[config.mk]
export PLATFORM = sky130hd
export DESIGN_NAME = polydiv_seq
export DESIGN_NICKNAME = d
export VERILOG_FILES = /design/src/rtl/polydiv_pkg.sv /design/src/rtl/polydiv_deg_scan.sv /design/src/rtl/polydiv_seq.sv
export SDC_FILE = /design/constraint.sdc
export NUM_CORES = 1
export LEC_CHECK = 0
export CORE_UTILIZATION = 54
export CTS_CLUSTER_DIAMETER = 60
export CTS_CLUSTER_SIZE = 8
export DETAILED_ROUTE_END_ITERATION = 10
export PLACE_DENSITY = 0.93
export SYNTH_ARGS = -nofsm -noshare
export SYNTH_HDL_FRONTEND = slang
export SYNTH_HIERARCHICAL = 1
export SYNTH_SLANG_ARGS = --single-unit
[constraint.sdc]
create_clock -name clk -period 6.1 [get_ports clk]
set_input_delay 0.915 -clock clk [delete_from_list [all_inputs] [get_ports clk]]
set_output_delay 0.915 -clock clk [all_outputs]
set_load 0.01 [all_outputs]
[src/rtl/polydiv_pkg.sv]
// rtl/polydiv_pkg.sv - shared widths, field constants and FSM state type for the polydiv sequencer
package polydiv_pkg;
    localparam int AW          = 11;
    localparam int DW          = 13;
    localparam int P           = 757;
    localparam int Q           = 4591;
    localparam int TIMEOUT_CYC = 4096;

    typedef enum logic [2:0] {
        IDLE,
        CHECK,
        ISSUE,
        WAIT,
        SCAN_RD,
        SCAN_CHK,
        DONE
    } state_t;
endpackage

[src/rtl/polydiv_deg_scan.sv]
// rtl/polydiv_deg_scan.sv - downward remainder-memory scan for the next nonzero coefficient
module polydiv_deg_scan
    import polydiv_pkg::*;
(
    input  logic          clk,
    input  logic          rst,
    input  logic          go,
    input  logic [AW-1:0] from,
    input  logic          rd,
    input  logic          chk,
    output logic          scan_re,
    output logic [AW-1:0] scan_addr,
    input  logic [DW-1:0] scan_data,
    output logic          found,
    output logic          zero,
    output logic [AW-1:0] deg
);
    logic [AW-1:0] ptr;
    logic          data_zero;

    assign data_zero = (scan_data == '0);

    // ptr stops at 0 so the scan never wraps to the top index.
    always_ff @(posedge clk) begin
        if (rst) begin
            ptr <= '0;
        end else if (go) begin
            ptr <= from;
        end else if (chk && data_zero && ptr != '0) begin
            ptr <= ptr - 1'b1;
        end
    end

    assign scan_re   = rd;
    assign scan_addr = ptr;
    assign found     = chk && !data_zero;
    assign zero      = chk && data_zero && (ptr == '0);
    assign deg       = ptr;
endmodule

[src/rtl/polydiv_seq.sv]
// rtl/polydiv_seq.sv - Rq/R3 long-division sequencer; optional sub-engine watchdog under POLYDIV_TIMEOUT_EN
module polydiv_seq
    import polydiv_pkg::*;
#(
    parameter int TIMEOUT_CYC_P = TIMEOUT_CYC
) (
    input  logic          clk,
    input  logic          rst,
    input  logic          start,
    input  logic [AW-1:0] deg_a,
    input  logic [AW-1:0] deg_b,
    output logic          busy,
    output logic          done,
    output logic [AW-1:0] deg_r,
    output logic          zero_rem,
    output logic          err,
    output logic          sub_start,
    output logic [AW-1:0] sub_shift,
    input  logic          sub_done,
    output logic          scan_re,
    output logic [AW-1:0] scan_addr,
    input  logic [DW-1:0] scan_data
);
    state_t        state, state_n;
    logic [AW-1:0] dreg;
    logic          scan_go, scan_found, scan_zero;
    logic [AW-1:0] scan_deg;
    logic          timeout;

    polydiv_deg_scan u_scan (
        .clk       (clk),
        .rst       (rst),
        .go        (scan_go),
        .from      (deg_r - 1'b1),
        .rd        (state == SCAN_RD),
        .chk       (state == SCAN_CHK),
        .scan_re   (scan_re),
        .scan_addr (scan_addr),
        .scan_data (scan_data),
        .found     (scan_found),
        .zero      (scan_zero),
        .deg       (scan_deg)
    );

    assign scan_go   = (state == WAIT) && sub_done && (deg_r != '0);
    assign busy      = (state != IDLE);
    assign done      = (state == DONE);
    assign sub_start = (state == ISSUE);

`ifdef POLYDIV_TIMEOUT_EN
    logic [15:0] wait_cnt;
    logic        err_q;

    assign timeout = (state == WAIT) && !sub_done && (wait_cnt == 16'(TIMEOUT_CYC_P - 1));
    assign err     = err_q;

    always_ff @(posedge clk) begin
        if (rst) begin
            wait_cnt <= '0;
            err_q    <= 1'b0;
        end else begin
            if (state == ISSUE) begin
                wait_cnt <= '0;
            end else if (state == WAIT) begin
                wait_cnt <= wait_cnt + 1'b1;
            end
            if (state == IDLE && start) begin
                err_q <= 1'b0;
            end else if (timeout) begin
                err_q <= 1'b1;
            end
        end
    end
`else
    assign timeout = 1'b0;
    assign err     = 1'b0;
`endif

    always_ff @(posedge clk) begin
        if (rst) begin
            state <= IDLE;
        end else begin
            state <= state_n;
        end
    end

    always_comb begin
        state_n = state;
        case (state)
            IDLE:     if (start) state_n = CHECK;
            CHECK:    state_n = (deg_r < dreg) ? DONE : ISSUE;
            ISSUE:    state_n = WAIT;
            WAIT: begin
                if (sub_done) begin
                    state_n = (deg_r == '0) ? DONE : SCAN_RD;
                end else if (timeout) begin
                    state_n = DONE;
                end
            end
            SCAN_RD:  state_n = SCAN_CHK;
            SCAN_CHK: begin
                if (scan_found) begin
                    state_n = CHECK;
                end else if (scan_zero) begin
                    state_n = DONE;
                end else begin
                    state_n = SCAN_RD;
                end
            end
            DONE:     state_n = IDLE;
            default:  state_n = IDLE;
        endcase
    end

    // sub_shift is captured in CHECK so it holds steady through ISSUE and WAIT.
    always_ff @(posedge clk) begin
        if (rst) begin
            deg_r     <= '0;
            dreg      <= '0;
            sub_shift <= '0;
            zero_rem  <= 1'b0;
        end else begin
            case (state)
                IDLE: begin
                    if (start) begin
                        deg_r    <= deg_a;
                        dreg     <= deg_b;
                        zero_rem <= 1'b0;
                    end
                end
                CHECK: begin
                    if (deg_r >= dreg) sub_shift <= deg_r - dreg;
                end
                WAIT: begin
                    if (sub_done && deg_r == '0) zero_rem <= 1'b1;
                end
                SCAN_CHK: begin
                    if (scan_found) begin
                        deg_r <= scan_deg;
                    end else if (scan_zero) begin
                        deg_r    <= '0;
                        zero_rem <= 1'b1;
                    end
                end
                default: ;
            endcase
        end
    end
endmodule
==> results.toml, run 1 <==
[outcome]
status = "complete, no violations"

[timing]
maxSlewViolCount = 0
fin_tns_setup_ns = 0
layout_min_cycle_time_ns = 3.587
fmax_mhz = 278.8
hold_violations = 0
holdWs_ns = 0.4635
slew_headroom_pct = 45.35
skew_ns = 0.007242
post-route-period-util_pct = 58.80
setup_violations = 0
rsz0062_at_grt = "no"
worst_pin_slew_ns = 0.8197

[clock_network]
postCtsHoldBufs = 0
clockBufferDepth = 2
cts.sinks = 48
clk_pin_slew_ns = 0.09
h-tree-depth = 2
cts_resized = 0
cts_buffers = 5
post_cts_buffers = 0
cts_root_buf = "clkbuf_8"
cts_tree = "built"
insertion_delay_ns = 0.31

[floorplan]
die_h_um = 78.75
ios = 78
initial_core_util_pct = 56.72
fp.dieW_um = 78.75
core_area_um2 = 5608
rows = 27
die_area_um2 = 6201

[synthesis]
seq_area_frac_synth_pct = 30.21
yosys.cell_types.count = 65
synth_ff_type = "dfxtp_1"
postSynthAreaPerCell_um2 = 7.892
yosys_warnings = 6
synth_nets = 457
syn_area_um2 = 3181
synthArstFlopShare_pct = 0
synth_edf_count = 0
ys_ff_latch = 48
synth_cells = 403

[drt]
drt_drc_violations_left = 0
viasPerCell = 6.106
drtPass1Iterations = 5
wl_per_cell_um = 15.58
num_vias = 3224
drtIter0Drc = 402
ant_nets = 0
wl_mm = 8.228

[cells_and_area]
finalNonFillerCells = 528
n_antenna_cell = 0
layout_commonest_cell = "clkdlybuf4s50_1"
final_cell_mix = "76 x clkdlybuf4s50_1, 56 x nand2_1, 48 x dfxtp_1"
utilization_pct = 71.02
syn_to_final_growth_pct = 25.22
drive_above_1_share_pct = 6.140
nNetsFinal = 509

[global_route]
grt_pass1_vias = 2889
met1_usage_pct = 35.88
track_usage_pct = 27.06
use_met3_pct = 3.908
grt_max_degree = 46
busiest_layer = "met2"
grt_pass1_wl_mm = 13.42
antenna_found_initial = 0
grt_use_met2_pct = 44.09
overflow = 0

[power]
leakagePower_nw = 1.479
p_clk_share_pct = 15.2
power_frac_seq_pct = 30.3
swShare_pct = 42.28
internal-power_uw = 882.9
netSwitchingPower_uw = 646.8
ir_worst_vdd_mv = 0.2216
power.total_mw = 1.530
combPwrFrac_pct = 54.5
powerDensity_nw_per_um2 = 384.1

[critical_path]
startpoint = "state[0]$_SDFFE_PP0P_"
worst-setup-path-type = "reg -> reg"
cp-start-kind = "flip-flop"
r2r-start = "state[0]$_SDFFE_PP0P_"
cp_max_fo = 22
crit_arrival_ns = 3.79
critical_path_required_ns = 6.31
end_kind = "flip-flop"

[flow_run]
cap_violations = 0

[place]
dp.cells = 520
hpwl_mm = 6.033
place_congestion = 0.9257
portBuffers = 76

[min_path]
hold_class = "reg -> reg"
min_from = "dreg[7]$_SDFFE_PP0P_"
sequential cells by signal (all words and copies together), names as in the netlist:
signal and count:
dreg 11, deg_r 11, sub_shift 11, u_scan/deg 11, zero_rem 1, state 3
metal layers:
metal  routed length (um)  part of all wire (%)  up-vias
met5                    0                     0        -
met2                 3943                    48      170
met4                  242                   2.9        0
met1                 3521                    43     1490
li1                     -                     -     1532
met3                  520                   6.3       32
cell type report:
| class | instances | area (um^2) |
|---|---|---|
| clock buffers | 5 | 68.82 |
| well taps | 72 | 90.09 |
| clock inverters | 3 | 42.54 |
| fillers | 460 | 1625 |
| multi-input cells | 295 | 1939 |
| inverters | 26 | 97.59 |
| repair buffers | 79 | 783.3 |
| flip-flops and latches | 48 | 960.9 |
Yosys cell counts, drive strengths merged, types with 9 or more instances:
cell     n  area, um^2
ha      14       175.2
nor2    40       150.1
o21ai   11       55.05
nor4     9       92.59
nand3   14       70.07
inv     26       97.59
nand2   56       210.2
clkbuf  18       67.56
a311oi  18       157.7
buf     16       118.9
a21oi   27       146.4
xnor2   11       96.34
dfxtp   48       960.9
stage by stage:
step	setup slack [ns]	area (um^2)
after CTS	2.180	3979
after global placement	2.466	3867
after floorplan	3.333	3181
after global routing	2.188	3983
after detailed placement	2.197	3867
final	2.513	3983
path summary, 6_finish.rpt:
kind | endpoint | slack, ns | cells past startpoint
setup / recovery | deg_r[7]$_SDFFE_PP0P_ | 2.51 | 10
hold / removal | dreg[7]$_SDFFE_PP0P_ | 0.46 | 2
setup reg to reg | deg_r[7]$_SDFFE_PP0P_ | 2.51 | 10
hold reg to reg | dreg[7]$_SDFFE_PP0P_ | 0.46 | 2
kinds of logic (layout without fill, tap and decap cells):
logic type | count (synthesis) | in the layout | share of synthesized area [%]
adders and majority gates | 15 | 15 | 6.137
AOI/OAI and AO/OA | 92 | 92 | 20.61
xor gates and xnor gates | 17 | 17 | 4.681
and+or+nand+nor | 166 | 166 | 28.01
muxes | 4 | 4 | 1.298
DFF | 48 | 48 | 30.21
other | 1 | 1 | 0.1179
buffers and inverters | 60 | 113 | 8.930
power by group through the flow:
stage	registers (mW)	clock network (mW)	logic, mW
2_1_floorplan	0.454	0	0.582
3_3_place_gp	0.464	0	0.779
3_5_place_dp	0.468	0	0.808
4_1_cts	0.461	0.231	0.821
5_1_grt	0.472	0.247	0.910
6_report	0.463	0.233	0.834
critical path, stage by stage (launching register included):
cell,delay [ns]
dfxtp_1,0.59
nand2_1,0.08
or2_2,0.41
inv_1,0.33
nor4b_2,0.33
nand4_2,0.37
nor2_1,0.25
nor2_1,0.07
o21ai_2,0.64
nor2_1,0.09
a311oi_1,0.31
Power figures use the tool's default switching activity.
==> run 2: changes to the inputs <==
--- a/config.mk
+++ b/config.mk
@@ -5,11 +5,11 @@
 export SDC_FILE = /design/constraint.sdc
 export NUM_CORES = 1
 export LEC_CHECK = 0
-export CORE_UTILIZATION = 54
+export CORE_UTILIZATION = 45
 export CTS_CLUSTER_DIAMETER = 60
 export CTS_CLUSTER_SIZE = 8
 export DETAILED_ROUTE_END_ITERATION = 10
-export PLACE_DENSITY = 0.93
+export PLACE_DENSITY = 0.84
 export SYNTH_ARGS = -nofsm -noshare
 export SYNTH_HDL_FRONTEND = slang
 export SYNTH_HIERARCHICAL = 1
==> constraint.sdc (replaced) <==
create_clock -name clk -period 3.18 [get_ports clk]
set_input_delay 0.477 -clock clk [delete_from_list [all_inputs] [get_ports clk]]
set_output_delay 0.477 -clock clk [all_outputs]
set_load 0.01 [all_outputs]
==> results.toml, run 2 (synthesis results as in run 1) <==
[outcome]
status = "complete, no violations"

[global_route]
overflow = 0
grt_max_degree = 28
track_usage_pct = 22.39
antenna_found_initial = 0
grt_pass1_wl_mm = 13.35
grt_pass1_vias = 2841

[clock_network]
cts_buffers = 5
clk_pin_slew_ns = 0.09
cts_resized = 0
postCtsHoldBufs = 0
cts_root_buf = "clkbuf_8"
cts_tree = "built"
h-tree-depth = 2
insertion_delay_ns = 0.30
cts.sinks = 48
clockBufferDepth = 2
post_cts_buffers = 0

[timing]
skew_ns = 0.005089
hold_violations = 0
layout_min_cycle_time_ns = 2.730
fin_tns_setup_ns = 0
fmax_mhz = 366.3
maxSlewViolCount = 0
post-route-period-util_pct = 85.84
setup_violations = 0
rsz0062_at_grt = "no"
holdWs_ns = 0.4580

[cells_and_area]
drive_above_1_share_pct = 6.725
nNetsFinal = 514
fillerInstances = 614
layout_commonest_cell = "clkdlybuf4s50_1"
syn_to_final_growth_pct = 27.10
final_cell_mix = "76 x clkdlybuf4s50_1, 56 x nand2_1, 48 x dfxtp_1"
n_antenna_cell = 0

[floorplan]
core_area_um2 = 6794
die_area_um2 = 7408
die_h_um = 86.07
rows = 30
initial_core_util_pct = 46.81
fp.dieW_um = 86.07
ios = 78

[drt]
ant_nets = 0
drtIter0Drc = 202
wl_met1_mm = 3.694
viasPerCell = 5.582
drt_drc_violations_left = 0
num_vias = 3109
wl_met3_um = 440
wl_met2_mm = 3.694
wl_mm = 8.008
highest_layer = "met4"
drtPass1Iterations = 5
wl_per_cell_um = 14.38

[critical_path]
slowest_delay_ns = 0.50
cp_max_fo = 14
slowest_stage = "or4_1"
cp.buffers_inverters = 2
crit_family = "simple AND/OR/NAND/NOR gates"
path_cells = "or2_2, inv_1, nor4b_2, nand4_2, buf_4, or4_1, a311oi_1"
crit_arrival_ns = 2.95
worst-setup-path-type = "reg -> reg"
cp-start-kind = "flip-flop"
critical_path_required_ns = 3.40
end_kind = "flip-flop"

[min_path]
hold_class = "reg -> reg"

[place]
place_congestion = 0.9098
portBuffers = 76
hpwl_mm = 6.253

[power]
leakagePower_nw = 1.503
ir_worst_vdd_mv = 0.3901
powerDensity_nw_per_um2 = 721.5

[flow_run]
cap_violations = 0
## run 2: changes by cell type in the layout (fill, tap and decap cells not counted), sizes merged
cell	before	now
buf	3	8
clkbuf	5	6
clkinvlp	1	0
## run 2: metal layers
| metal | vias to the layer above | track usage (%) |
|---|---|---|
| li1 | 1547 | - |
| met1 | 1442 | 31.02 |
| met2 | 104 | 35.86 |
| met3 | 16 | 2.887 |
| met4 | 0 | 7.576 |
| met5 | - | 0 |
## run 2: area by class of cell
type | count | area [um^2] | share of cell area [%]
clock buffers | 6 | 72.57 | 1.795
clock inverters | 2 | 35.03 | 0.8666
inverters | 26 | 97.59 | 2.414
multi-input cells | 295 | 1936 | 47.88
flip-flops and latches | 48 | 960.9 | 23.77
well taps | 96 | 120.1 | 2.971
repair buffers | 84 | 820.8 | 20.30
## run 2: worst paths after layout
check | startpoint | slack [ns] | cells past startpoint | endpoint
worst max-delay path | state[1]$_SDFFE_PP0P_ | 0.45 | 7 | u_scan/deg[4]$_SDFFE_PP0P_
worst min-delay path | dreg[1]$_SDFFE_PP0P_ | 0.46 | 2 | dreg[1]$_SDFFE_PP0P_
worst max register to register | state[1]$_SDFFE_PP0P_ | 0.45 | 7 | u_scan/deg[4]$_SDFFE_PP0P_
worst min register to register | dreg[1]$_SDFFE_PP0P_ | 0.46 | 2 | dreg[1]$_SDFFE_PP0P_
## run 2: where the power goes
group	switching [mW]	internal, mW
combinational	0.852	0.756
sequential	0.147	0.719
clock	0.209	0.234
## run 2: stage by stage
stage / std cells / power, mW / worst slack, ns / util (%) / instance area, um^2
3_3_place_gp: 549 / 2.423 / 0.5765 / 57.92 / 3935
5_1_grt: 557 / 3.134 / 0.1880 / 59.50 / 4043
6_report: 557 / 2.917 / 0.4502 / 59.50 / 4043
4_1_cts: 557 / 2.914 / 0.4651 / 59.50 / 4043
2_1_floorplan: 403 / 1.986 / 0.4134 / - / 3181
3_5_place_dp: 549 / 2.467 / 0.4886 / 57.92 / 3935
## run 2: worst reg2reg max path, delay by kind of cell (launching register included)
family / cells / cell delay, ns
compound gates: 1 / 0.24
simple gates: 4 / 1.45
flops: 1 / 0.44
buf+inv: 2 / 0.53
